===== src/rtl/alu_seq_pkg.sv =====
// Shared constants for the ALU sequencer: opcodes, FSM encoding, instruction fields.
// Also provides the instruction decoder and the carry-flag selection helper.
package alu_seq_pkg;

  localparam logic [1:0] OP_AND = 2'b00;
  localparam logic [1:0] OP_XOR = 2'b01;
  localparam logic [1:0] OP_ADD = 2'b10;
  localparam logic [1:0] OP_CLS = 2'b11;

  localparam logic [1:0] ST_IDLE = 2'd0;
  localparam logic [1:0] ST_READ = 2'd1;
  localparam logic [1:0] ST_EXEC = 2'd2;
  localparam logic [1:0] ST_WB   = 2'd3;

  localparam int unsigned OP_LSB  = 6;
  localparam int unsigned RD_LSB  = 4;
  localparam int unsigned RS1_LSB = 2;
  localparam int unsigned RS2_LSB = 0;

  typedef struct packed {
    logic [1:0] op;
    logic [1:0] rd;
    logic [1:0] rs1;
    logic [1:0] rs2;
  } instr_t;

  function automatic instr_t decode_instr(input logic [7:0] raw);
    instr_t f;
    f.op  = raw[OP_LSB  +: 2];
    f.rd  = raw[RD_LSB  +: 2];
    f.rs1 = raw[RS1_LSB +: 2];
    f.rs2 = raw[RS2_LSB +: 2];
    return f;
  endfunction

  // Logic ops never carry; the rotate reports the bit that wrapped around.
  function automatic logic carry_flag(input logic [1:0] op, input logic co, input logic msb_a);
    logic c;
    case (op)
      OP_ADD:  c = co;
      OP_CLS:  c = msb_a;
      default: c = 1'b0;
    endcase
    return c;
  endfunction

endpackage


===== src/rtl/alu_seq_regfile.sv =====
// Four-entry register file: two combinational read ports, one synchronous write port.
// Synchronous active-high reset clears every entry.
module alu_seq_regfile #(
  parameter int unsigned DW = 8
) (
  input  logic          clk_i,
  input  logic          rst_i,
  input  logic          we_i,
  input  logic [1:0]    waddr_i,
  input  logic [DW-1:0] wdata_i,
  input  logic [1:0]    raddr_a_i,
  input  logic [1:0]    raddr_b_i,
  output logic [DW-1:0] rdata_a_o,
  output logic [DW-1:0] rdata_b_o
);

  logic [DW-1:0] mem_q [4];

  always_ff @(posedge clk_i) begin
    if (rst_i) begin
      for (int i = 0; i < 4; i++) begin
        mem_q[i] <= '0;
      end
    end else if (we_i) begin
      mem_q[waddr_i] <= wdata_i;
    end
  end

  assign rdata_a_o = mem_q[raddr_a_i];
  assign rdata_b_o = mem_q[raddr_b_i];

endmodule


===== src/rtl/alu_sequencer.sv =====
// Multi-cycle sequencer driving an external ALU: IDLE -> READ -> EXEC -> WB.
// Define ALU_SEQ_BYPASS_EN to register operands at acceptance and skip READ.
module alu_sequencer
  import alu_seq_pkg::*;
#(
  parameter int unsigned DW = 8
) (
  input  logic          clk,
  input  logic          rst,
  input  logic          instr_valid,
  output logic          instr_ready,
  input  logic [7:0]    instr,
  input  logic          ld_en,
  input  logic [1:0]    ld_addr,
  input  logic [DW-1:0] ld_data,
  output logic [1:0]    ins_sel,
  output logic [DW-1:0] alu_a,
  output logic [DW-1:0] alu_b,
  input  logic [DW-1:0] alu_out,
  input  logic          alu_co,
  input  logic          alu_z,
  output logic          done,
  output logic [DW-1:0] result,
  output logic          flag_c,
  output logic          flag_z,
  output logic          busy
);

  logic [1:0]    state_q, state_d;
  instr_t        fld_q, fld_d;
  logic [DW-1:0] alu_a_q, alu_a_d;
  logic [DW-1:0] alu_b_q, alu_b_d;
  logic [1:0]    ins_sel_q, ins_sel_d;
  logic [DW-1:0] out_q, out_d;
  logic          co_q, co_d;
  logic          z_q, z_d;
  logic [DW-1:0] result_q, result_d;
  logic          flag_c_q, flag_c_d;
  logic          flag_z_q, flag_z_d;
  logic          done_q, done_d;

  instr_t        dec;
  logic          accept, ld_fire, wb_fire;
  logic          rf_we;
  logic [1:0]    rf_waddr, rf_raddr_a, rf_raddr_b;
  logic [DW-1:0] rf_wdata, rf_rdata_a, rf_rdata_b;
  logic [DW-1:0] opa, opb;

  assign dec         = decode_instr(instr);
  assign instr_ready = (state_q == ST_IDLE) && !rst;
  assign accept      = instr_valid && instr_ready;
  assign ld_fire     = ld_en && (state_q == ST_IDLE);
  assign wb_fire     = (state_q == ST_WB);

  // Loads only happen in IDLE and writeback only in WB, so the two never collide.
  assign rf_we    = ld_fire || wb_fire;
  assign rf_waddr = wb_fire ? fld_q.rd : ld_addr;
  assign rf_wdata = wb_fire ? out_q : ld_data;

`ifdef ALU_SEQ_BYPASS_EN
  assign rf_raddr_a = dec.rs1;
  assign rf_raddr_b = dec.rs2;
  // A load landing in the acceptance cycle is not yet in the file; forward it.
  assign opa = (ld_fire && (ld_addr == dec.rs1)) ? ld_data : rf_rdata_a;
  assign opb = (ld_fire && (ld_addr == dec.rs2)) ? ld_data : rf_rdata_b;
`else
  assign rf_raddr_a = fld_q.rs1;
  assign rf_raddr_b = fld_q.rs2;
  assign opa        = rf_rdata_a;
  assign opb        = rf_rdata_b;
`endif

  alu_seq_regfile #(
    .DW (DW)
  ) u_regfile (
    .clk_i     (clk),
    .rst_i     (rst),
    .we_i      (rf_we),
    .waddr_i   (rf_waddr),
    .wdata_i   (rf_wdata),
    .raddr_a_i (rf_raddr_a),
    .raddr_b_i (rf_raddr_b),
    .rdata_a_o (rf_rdata_a),
    .rdata_b_o (rf_rdata_b)
  );

  always_comb begin
    state_d   = state_q;
    fld_d     = fld_q;
    alu_a_d   = alu_a_q;
    alu_b_d   = alu_b_q;
    ins_sel_d = ins_sel_q;
    out_d     = out_q;
    co_d      = co_q;
    z_d       = z_q;
    result_d  = result_q;
    flag_c_d  = flag_c_q;
    flag_z_d  = flag_z_q;
    done_d    = 1'b0;
    case (state_q)
      ST_IDLE: begin
        if (accept) begin
          fld_d = dec;
`ifdef ALU_SEQ_BYPASS_EN
          alu_a_d   = opa;
          alu_b_d   = opb;
          ins_sel_d = dec.op;
          state_d   = ST_EXEC;
`else
          state_d   = ST_READ;
`endif
        end
      end
      ST_READ: begin
        alu_a_d   = opa;
        alu_b_d   = opb;
        ins_sel_d = fld_q.op;
        state_d   = ST_EXEC;
      end
      ST_EXEC: begin
        out_d   = alu_out;
        co_d    = carry_flag(ins_sel_q, alu_co, alu_a_q[DW-1]);
        z_d     = alu_z;
        state_d = ST_WB;
      end
      ST_WB: begin
        result_d = out_q;
        flag_c_d = co_q;
        flag_z_d = z_q;
        done_d   = 1'b1;
        state_d  = ST_IDLE;
      end
      default: state_d = ST_IDLE;
    endcase
  end

  always_ff @(posedge clk) begin
    if (rst) begin
      state_q   <= ST_IDLE;
      fld_q     <= '0;
      alu_a_q   <= '0;
      alu_b_q   <= '0;
      ins_sel_q <= '0;
      out_q     <= '0;
      co_q      <= 1'b0;
      z_q       <= 1'b0;
      result_q  <= '0;
      flag_c_q  <= 1'b0;
      flag_z_q  <= 1'b0;
      done_q    <= 1'b0;
    end else begin
      state_q   <= state_d;
      fld_q     <= fld_d;
      alu_a_q   <= alu_a_d;
      alu_b_q   <= alu_b_d;
      ins_sel_q <= ins_sel_d;
      out_q     <= out_d;
      co_q      <= co_d;
      z_q       <= z_d;
      result_q  <= result_d;
      flag_c_q  <= flag_c_d;
      flag_z_q  <= flag_z_d;
      done_q    <= done_d;
    end
  end

  assign ins_sel = ins_sel_q;
  assign alu_a   = alu_a_q;
  assign alu_b   = alu_b_q;
  assign done    = done_q;
  assign result  = result_q;
  assign flag_c  = flag_c_q;
  assign flag_z  = flag_z_q;
  assign busy    = (state_q != ST_IDLE);

endmodule

===== config.mk =====
export PLATFORM = sky130hd
export DESIGN_NAME = alu_sequencer
export DESIGN_NICKNAME = d
export VERILOG_FILES = /design/src/rtl/alu_seq_pkg.sv /design/src/rtl/alu_seq_regfile.sv /design/src/rtl/alu_sequencer.sv
export SDC_FILE = /design/constraint.sdc
export NUM_CORES = 1
export LEC_CHECK = 0
export ABC_AREA = 1
export BUFFER_PORTS_ARGS = -buffer_cell sky130_fd_sc_hd__buf_2
export CORE_UTILIZATION = 36
export CTS_BUF_LIST = sky130_fd_sc_hd__clkbuf_4 sky130_fd_sc_hd__clkbuf_8
export CTS_CLUSTER_SIZE = 28
export DETAILED_ROUTE_END_ITERATION = 8
export SYNTH_ARGS = -nofsm -noshare
export SYNTH_HDL_FRONTEND = slang
export SYNTH_SLANG_ARGS = --single-unit
export TNS_END_PERCENT = 5

===== constraint.sdc =====
create_clock -name clk -period 2.52 [get_ports clk]
set_input_delay 0.126 -clock clk [delete_from_list [all_inputs] [get_ports clk]]
set_output_delay 0.126 -clock clk [all_outputs]
set_load 0.05 [all_outputs]

==> results.txt, run 1 <==
The flow ran to the end, and the final reports show no timing, DRC or antenna violations. The final route contains 3111 vias. The max-slew violation count was 0; the highest fanout seen on the critical path was 13.

For the pin count of the biggest net entering global routing, the log shows 35. For the fraction of met2 tracks used by global routing, the log shows 0.2868. The number of I/O port buffers came out at 62. The tree is rooted in a sky130_fd_sc_hd__clkbuf_8. Counting along the longest clock path gives a buffer depth of 2. Synthesis-stage register bit count: 81. The cell depth of the worst flop-to-flop path was 5. The run gives 0.1865 as the overall routing resource usage.

The logs give 9415 um2 for the core footprint and 0 for the number of DRC violations after detailed routing. From synthesis to final layout, the design area changed by 21.17%. Summed over all failing endpoints, the final setup total negative slack is 0 ns.

Setup repair after global routing left no endpoint under its margin. The tools report the setup slack after placement as 0.5417 ns. The sort of element at the start of the critical path was a register. The relative slew slack was 0.5800. Of all cell types, the one taking the most synthesized area is sky130_fd_sc_hd__dfxtp_1. For this run the aggregate overflow at the end of global routing stands at 0. The floorplan has 35 rows. The worst endpoint data arrival time came out at 2.09 ns. Initial antenna violation count: 0. The endpoint identified for the worst register-to-register timing path is u_regfile.mem_q[0][2]. The die is 101.5 um tall. The path class of the tightest hold or removal check is primary input to register. The family with the most delay on the worst path is simple AND/OR/NAND/NOR gates. The switching portion of total power was 0.4221; the cell-internal power was 2567 uW. The logs give 3563 um2 for the synthesized area and 482.8 MHz for the top achievable clock speed. The congestion estimate from routability-driven global placement came to 0.8447. Max-cap violations in this run came to 0. Pin placement for this block handled 63 I/O pins. Traced cell by cell, the critical path runs through ha_1 -> buf_4 -> o21ai_0 -> nand3_2 -> nand2_1.

Detailed placement ended at an HPWL of 6480 um. Peak-usage layer in the global routing report: met2. In the post-route analysis, the smallest setup slack over all paths is 0.4488 ns. The ratio of final minimum period to clock period works out to 0.8219. Once the clock tree was built, the resizer swapped 0 gates to a different size. The final count of hold timing violations came out at 0.

At the pin with the least slew margin, the transition time is 0.6244 ns. In this run, distinct cell masters in the synthesized netlist total 22. Using the TritonRoute via totals, the vias-per-cell ratio works out to 4.876. The first routing iteration left 219 violations. In this run the static leakage power is 0.001911 uW. Yosys printed 0 warnings.

Clock-pin slew was measured on the worst setup and hold paths at 0.09 ns. The count of endpoints failing setup in the final report came out at 0. The maximum level of the CTS H-tree is 3. Total power for the finished layout comes to 4442 uW.

The run gives 0.417 as the sequential share of power. Across all register-to-register paths, the minimum setup slack is 0.45 ns. The count of buffering cells on the critical path with inverters included is 1. The total die area was 10300 um2. The run gives 0.4586 as the final standard cell utilization of the core. Start point of the worst hold path: instr[1]. The run gives 5 as the first-pass iteration count of the detailed router. The run gives 2.54 ns as the data required time of the worst path.

CTS saw 81 sinks. The part of the total power dissipated in combinational logic is 0.367, and the post-layout minimum cycle time is 2.071 ns. The area fraction of the dominant cell type after synthesis was 0.2753.

Effective utilization at floorplan: 0.3785. In this run the power density over the cells is 1029 nW/um2. The met3 global-route usage came out at 0.04486.

Averaged over all synthesized cells, the footprint is 8.287 um2. In this design, the stage delay of the slowest critical-path cell is 0.39 ns. The clock network power share was 0.215. The layout cell share with drive strength beyond 1 is 0.1945, and the clock latency reported for the late side of the worst-skew pair is 0.35 ns.

Summed over all layers, the routed wires come to 9024 um. TritonCTS built the clock tree. The number of setup buffers added after CTS was 0.

The number of cells on the worst hold path is 3, and the number of global-route vias before repair is 2940. After the last flow step, the layout net total stands at 541. The startpoint identified for the worst register-to-register timing path is state_q[0]. By area the synthesized netlist is led by sky130_fd_sc_hd__dfxtp_1, sky130_fd_sc_hd__edfxtp_1, sky130_fd_sc_hd__nand2_1. The critical path is of the register to register type. Among all stages on the critical path, the largest delay is contributed by sky130_fd_sc_hd__o21ai_0. The library cell used most frequently in the layout, excluding fill and tap cells, is sky130_fd_sc_hd__nand2_1. For the final database, setup skew stands at 0.007595 ns. The first global-routing pass estimated 14460 um of wire.

The tools report the share of synthesized area occupied by flip-flops and latches as 0.5449. The path with the worst hold slack has its endpoint at rf_raddr_b[1]. The analysis attributes to net switching a power of 1875 uW.

The layout has 914 filler cells. The detail route stage leaves a number of antenna-violating nets equal to 0. The tools report the met1 layer usage reported by global route as 0.2490. 0 antenna diodes ended up in the layout.

The number of buffers created by CTS came out at 9. The endpoint type of the worst setup path was a register. From left edge to right edge, the die measures 101.5 um.

The cell count after synthesis came out at 430. The worst vdd rail ir drop came out at 0.4514 mV. The tools report the net count of the mapped netlist as 467. In the layout the commonest cells are sky130_fd_sc_hd__nand2_1, sky130_fd_sc_hd__nor2_1, sky130_fd_sc_hd__buf_2. Post-detailed-route wirelength per cell: 14.14 um.
flip-flops by register name, indices dropped and copies added, names as in the netlist:
signal           flops
alu_b                8
rf_raddr_b           2
z_q                  1
flag_c               1
u_regfile.mem_q     32
result               8
rf_raddr_a           2
state_q              2
flag_z               1
out_q                8
ins_sel              2
done                 1
co_q                 1
alu_a                8
fld_q                4
per-stage QoR:
stage	cell area [um2]	hold WS [ns]	std cells
after floorplan	3563	0.2609	430
final	4318	0.02303	638
after global placement	3970	0.3480	607
after CTS	4308	0.002603	637
after detailed placement	3970	0.3540	607
after global routing	4318	0.01442	638
power groups by stage:
stage | logic, uW | registers [uW] | clock network (uW)
3_3_place_gp | 1600 | 1870 | 0
2_1_floorplan | 795 | 2290 | 0
3_5_place_dp | 1610 | 1890 | 0
5_1_grt | 1790 | 1890 | 1030
6_report | 1630 | 1850 | 956
4_1_cts | 1630 | 1860 | 970
cell type report:
| type | count | area (um2) | area share |
|---|---|---|---|
| inverter | 17 | 63.81 | 0.01478 |
| multi-input combinational | 311 | 1440 | 0.3335 |
| timing repair buffer | 84 | 513.0 | 0.1188 |
| clock inverter | 6 | 66.31 | 0.01536 |
| clock buffer | 10 | 131.4 | 0.03043 |
| sequential | 81 | 1942 | 0.4497 |
| tap | 129 | 161.4 | 0.03738 |
synth_stat cells:
library cell and n:
sky130_fd_sc_hd__a21boi_0 1, sky130_fd_sc_hd__a21boi_2 7, sky130_fd_sc_hd__a21oi_1 26, sky130_fd_sc_hd__a21oi_4 1, sky130_fd_sc_hd__buf_2 7, sky130_fd_sc_hd__buf_4 4, sky130_fd_sc_hd__buf_6 2, sky130_fd_sc_hd__clkbuf_1 8
sky130_fd_sc_hd__clkinv_1 1, sky130_fd_sc_hd__dfxtp_1 49, sky130_fd_sc_hd__edfxtp_1 32, sky130_fd_sc_hd__ha_1 5, sky130_fd_sc_hd__inv_1 15, sky130_fd_sc_hd__inv_2 1, sky130_fd_sc_hd__nand2_1 119, sky130_fd_sc_hd__nand3_1 49
sky130_fd_sc_hd__nand3_2 3, sky130_fd_sc_hd__nor2_1 64, sky130_fd_sc_hd__nor2_2 1, sky130_fd_sc_hd__o21ai_0 33, sky130_fd_sc_hd__o21ai_1 1, sky130_fd_sc_hd__or2_2 1
worst reg2reg max path: cells and delay by family, from the launching register on:
family / cells / cell delay [ns]
buffers and inverters: 1 / 0.19
and+or+nand+nor: 2 / 0.57
adders and majority gates: 1 / 0.24
AOI/OAI and AO/OA: 1 / 0.39
DFF: 1 / 0.35
logic make-up (layout without fill, tap and decap cells):
| kind of cell | after synthesis | after routing | synth area share |
|---|---|---|---|
| buffers and inverters | 38 | 117 | 0.05091 |
| and+or+nand+nor | 237 | 237 | 0.2735 |
| DFF | 81 | 81 | 0.5449 |
| adders and majority gates | 5 | 5 | 0.01756 |
| AOI/OAI and AO/OA | 69 | 69 | 0.1131 |
layer usage:
metal / share of wire / routed length (um)
met5: 0 / 0
met4: 0.022 / 195
met3: 0.049 / 444
met2: 0.45 / 4024
met1: 0.48 / 4360
repair_timing:
action	CTS	global route
endpoints found under the hold margin	14	1
setup endpoints to repair	0	0
hold buffers	14	1
worst max path at each step:
stage          cells after the start  slack (ns)  startpoint               endpoint
3_5_place_dp                       7        0.54  state_q[0]  u_regfile.mem_q[2][2]
5_1_grt                            7        0.34  state_q[0]  u_regfile.mem_q[0][0]
6_report                           5        0.45  state_q[0]  u_regfile.mem_q[0][2]
4_1_cts                            5        0.48  state_q[0]  u_regfile.mem_q[0][0]
2_1_floorplan                      7        0.49  state_q[0]               fld_q[4]
3_3_place_gp                       7        0.65  state_q[0]  u_regfile.mem_q[2][2]
Power figures use the tool's default switching activity.
==> inputs of run 2 (changes only) <==
clock period = 1.8 ns   (was 2.52 ns; I/O delays follow)
==> run 2 against run 1 <==
  * Register-to-register slack worse by 0.31 ns
  * Total power up 43%
  * Worst setup slack worse by 0.32 ns
  * Critical path type is now register to output port
  * Critical endpoint is now instr_ready
  * Largest cell class unchanged
==> results.txt, run 2 (synthesis gave the netlist of run 1 again) <==
For this design the total switching power over the nets is 2680 uW. The total die area was 10300 um2; the post-detailed-route wirelength per cell was 14.05 um. The tools report the final count of hold timing violations as 0. Timing would allow up to 597.1 MHz.

Kind of path behind the tightest hold check: primary input to register. The global placer's final weighted congestion is 0.9030. TritonCTS built the clock tree.

The width of the die was 101.5 um; the number of buffers created by CTS was 9. The relative slew slack was 0.6588. The number of cells after detailed placement was 615; the number of flip-flops under the largest register name was 32. The setup skew after layout is 0.01280 ns. The longest clock path from root to sink contains 2 buffers. Detailed-route vias per instance: 4.812.

The uppermost layer routed is met4. The core footprint is 9415 um2. Register containing the most flip-flops in the final layout: u_regfile.mem_q.

The total number of vias is 3118. The post-layout minimum cycle time is 1.675 ns, and the initial antenna violation count is 0. The area growth from synthesis to layout is 24.09%.

The logs give 4422 um2 for the cell area after layout and 4108 um for the total length of routed met2 wires. The flow ran to the end, and the final reports show no timing, DRC or antenna violations. During I/O placement, the number of pins put on the boundary was 63. The routed wire length was 9105 um.

The logs give 0.1252 ns for the worst setup slack after layout and 3 for the maximum level of the CTS H-tree. Leaving out fill and tap cells, the most frequent cells in the layout are sky130_fd_sc_hd__nand2_1, sky130_fd_sc_hd__nor2_1, sky130_fd_sc_hd__buf_2. Entering global routing, the biggest net connects 35 pins. The run gives 35 as the number of rows created at floorplan. For the worst setup path, the data arrival time is 1.58 ns. The worst setup path is of the register to output port kind.

The clock latency reported for the late side of the worst-skew pair is 0.36 ns, and the final standard cell utilization of the core is 0.4696. The die outline height was 101.5 um; the filler-free cell count of the finished design was 648. The worst setup path is captured at an output port. The tools report the sequential share of power as 0.406. The logs give 445 um for the routed length on met3 and 1.71 ns for the data required time of the worst path. Clock tree synthesis found a total of 81 sinks.

During placement, the flow inserted port buffers numbering 62. The total placed instance area came out at 4035 um2. For this block, wires on met1 add up to 4284 um. For the max-slew violation count, the log shows 0. The detailed placement HPWL was 6416 um. Clock network power share: 0.221. The tool flagged a number of max-cap violations equal to 0. The run gives 0 as the number of nets with antenna violations after routing. The effective utilization at floorplan is 0.3785, and the cell area power density is 1433 nW/um2.

In this run the clock root is driven by a sky130_fd_sc_hd__clkbuf_8. The number of global-route vias before repair came out at 2969. The switching portion of total power was 0.4229. Internal power comes to 3656 uW. The ratio of final minimum period to clock period is 0.9305. After the first detailed-routing iteration, the DRC count stood at 139.

Counting instances, the worst hold path has a depth of 3. Setup violations remaining at the end of the flow were counted as 0. The overall routing resource usage was 0.1899.

The most common library cell in the layout ignoring fill and taps is sky130_fd_sc_hd__nand2_1. The analysis attributes to cell leakage a power of 0.001968 uW. The number of antenna diodes in the final layout is 0. The logs give 551 for the net count of the finished layout and 4 for the first-pass iteration count of the detailed router. The cell depth of the worst flop-to-flop path was 5; the worst-margin pin slew was 0.5112 ns. After clock tree synthesis, the clock-pin slew on the worst setup and hold paths is 0.09 ns.

The sort of element at the start of the critical path is a register. The design draws 6336 uW. The layout cell share with drive strength beyond 1 is 0.2119, and the highest fanout seen on the critical path is 10. The first global-routing pass estimated 14720 um of wire. In the routed design, unresolved DRC markers number 0. The logs give 0.373 for the part of the total power dissipated in combinational logic and 0.5508 mV for the worst vdd rail ir drop. Total grt overflow: 0. The setup slack after placement is 0.07827 ns, and the number of setup buffers added after CTS is 0.
## run 2: cell count changes in the layout (fill, tap and decap cells not counted), sizes merged
cell,previous run,this run
buf,69,76
dlygate4sd3,15,17
clkinvlp,3,1
inv,17,19
clkbuf,10,11
## run 2: critical path, cell delays in order, from the launching register on
cell and delay [ns]:
sky130_fd_sc_hd__dfxtp_1 0.34, sky130_fd_sc_hd__inv_1 0.12, sky130_fd_sc_hd__ha_1 0.18, sky130_fd_sc_hd__inv_1 0.08
sky130_fd_sc_hd__nor2_4 0.21, sky130_fd_sc_hd__clkbuf_4 0.29
## run 2: final cells by class
| cell class | instances | area, um2 |
|---|---|---|
| Multi-Input combinational cell | 311 | 1453 |
| Clock inverter | 6 | 75.07 |
| Clock buffer | 10 | 131.4 |
| Tap cell | 129 | 161.4 |
| Sequential cell | 81 | 1942 |
| Fill cell | 917 | 4994 |
| Timing Repair Buffer | 94 | 595.6 |
| Inverter | 17 | 63.81 |
## run 2: worst paths after layout
kind	slack (ns)	from	endpoint
min reg2reg	0.48	result[4]	result[4]
min	0.06	instr_valid	fld_q[6]
max	0.13	state_q[1]	instr_ready
max reg2reg	0.14	state_q[1]	u_regfile.mem_q[0][5]
## run 2: what timing repair did
item                       in CTS  in global routing
resized for setup               0                  5
setup endpoints to repair       0                 40
hold buffers                   17                  0
hold endpoints to repair       17                  0
## run 2: power groups by stage
stage          sequential (uW)  clock, uW  combinational, uW
2_1_floorplan             3210          0               1120
3_3_place_gp              2600          0               2300
3_5_place_dp              2620          0               2320
4_1_cts                   2580       1430               2360
5_1_grt                   2630       1500               2600
6_report                  2570       1400               2360
## run 2: routing by layer
| metal | global-route usage | vias up |
|---|---|---|
| li1 | - | 1581 |
| met1 | 0.2513 | 1417 |
| met2 | 0.2983 | 99 |
| met3 | 0.03934 | 21 |
| met4 | 0.08919 | 0 |
| met5 | 0 | - |
## run 2: per-stage QoR
step | hold WS [ns] | setup TNS [ns]
3_3_place_gp | 0.3148 | 0
3_5_place_dp | 0.3158 | 0
6_report | 0.06312 | 0
5_1_grt | 0.07615 | -0.01836
4_1_cts | 0.05107 | 0
2_1_floorplan | 0.2249 | 0
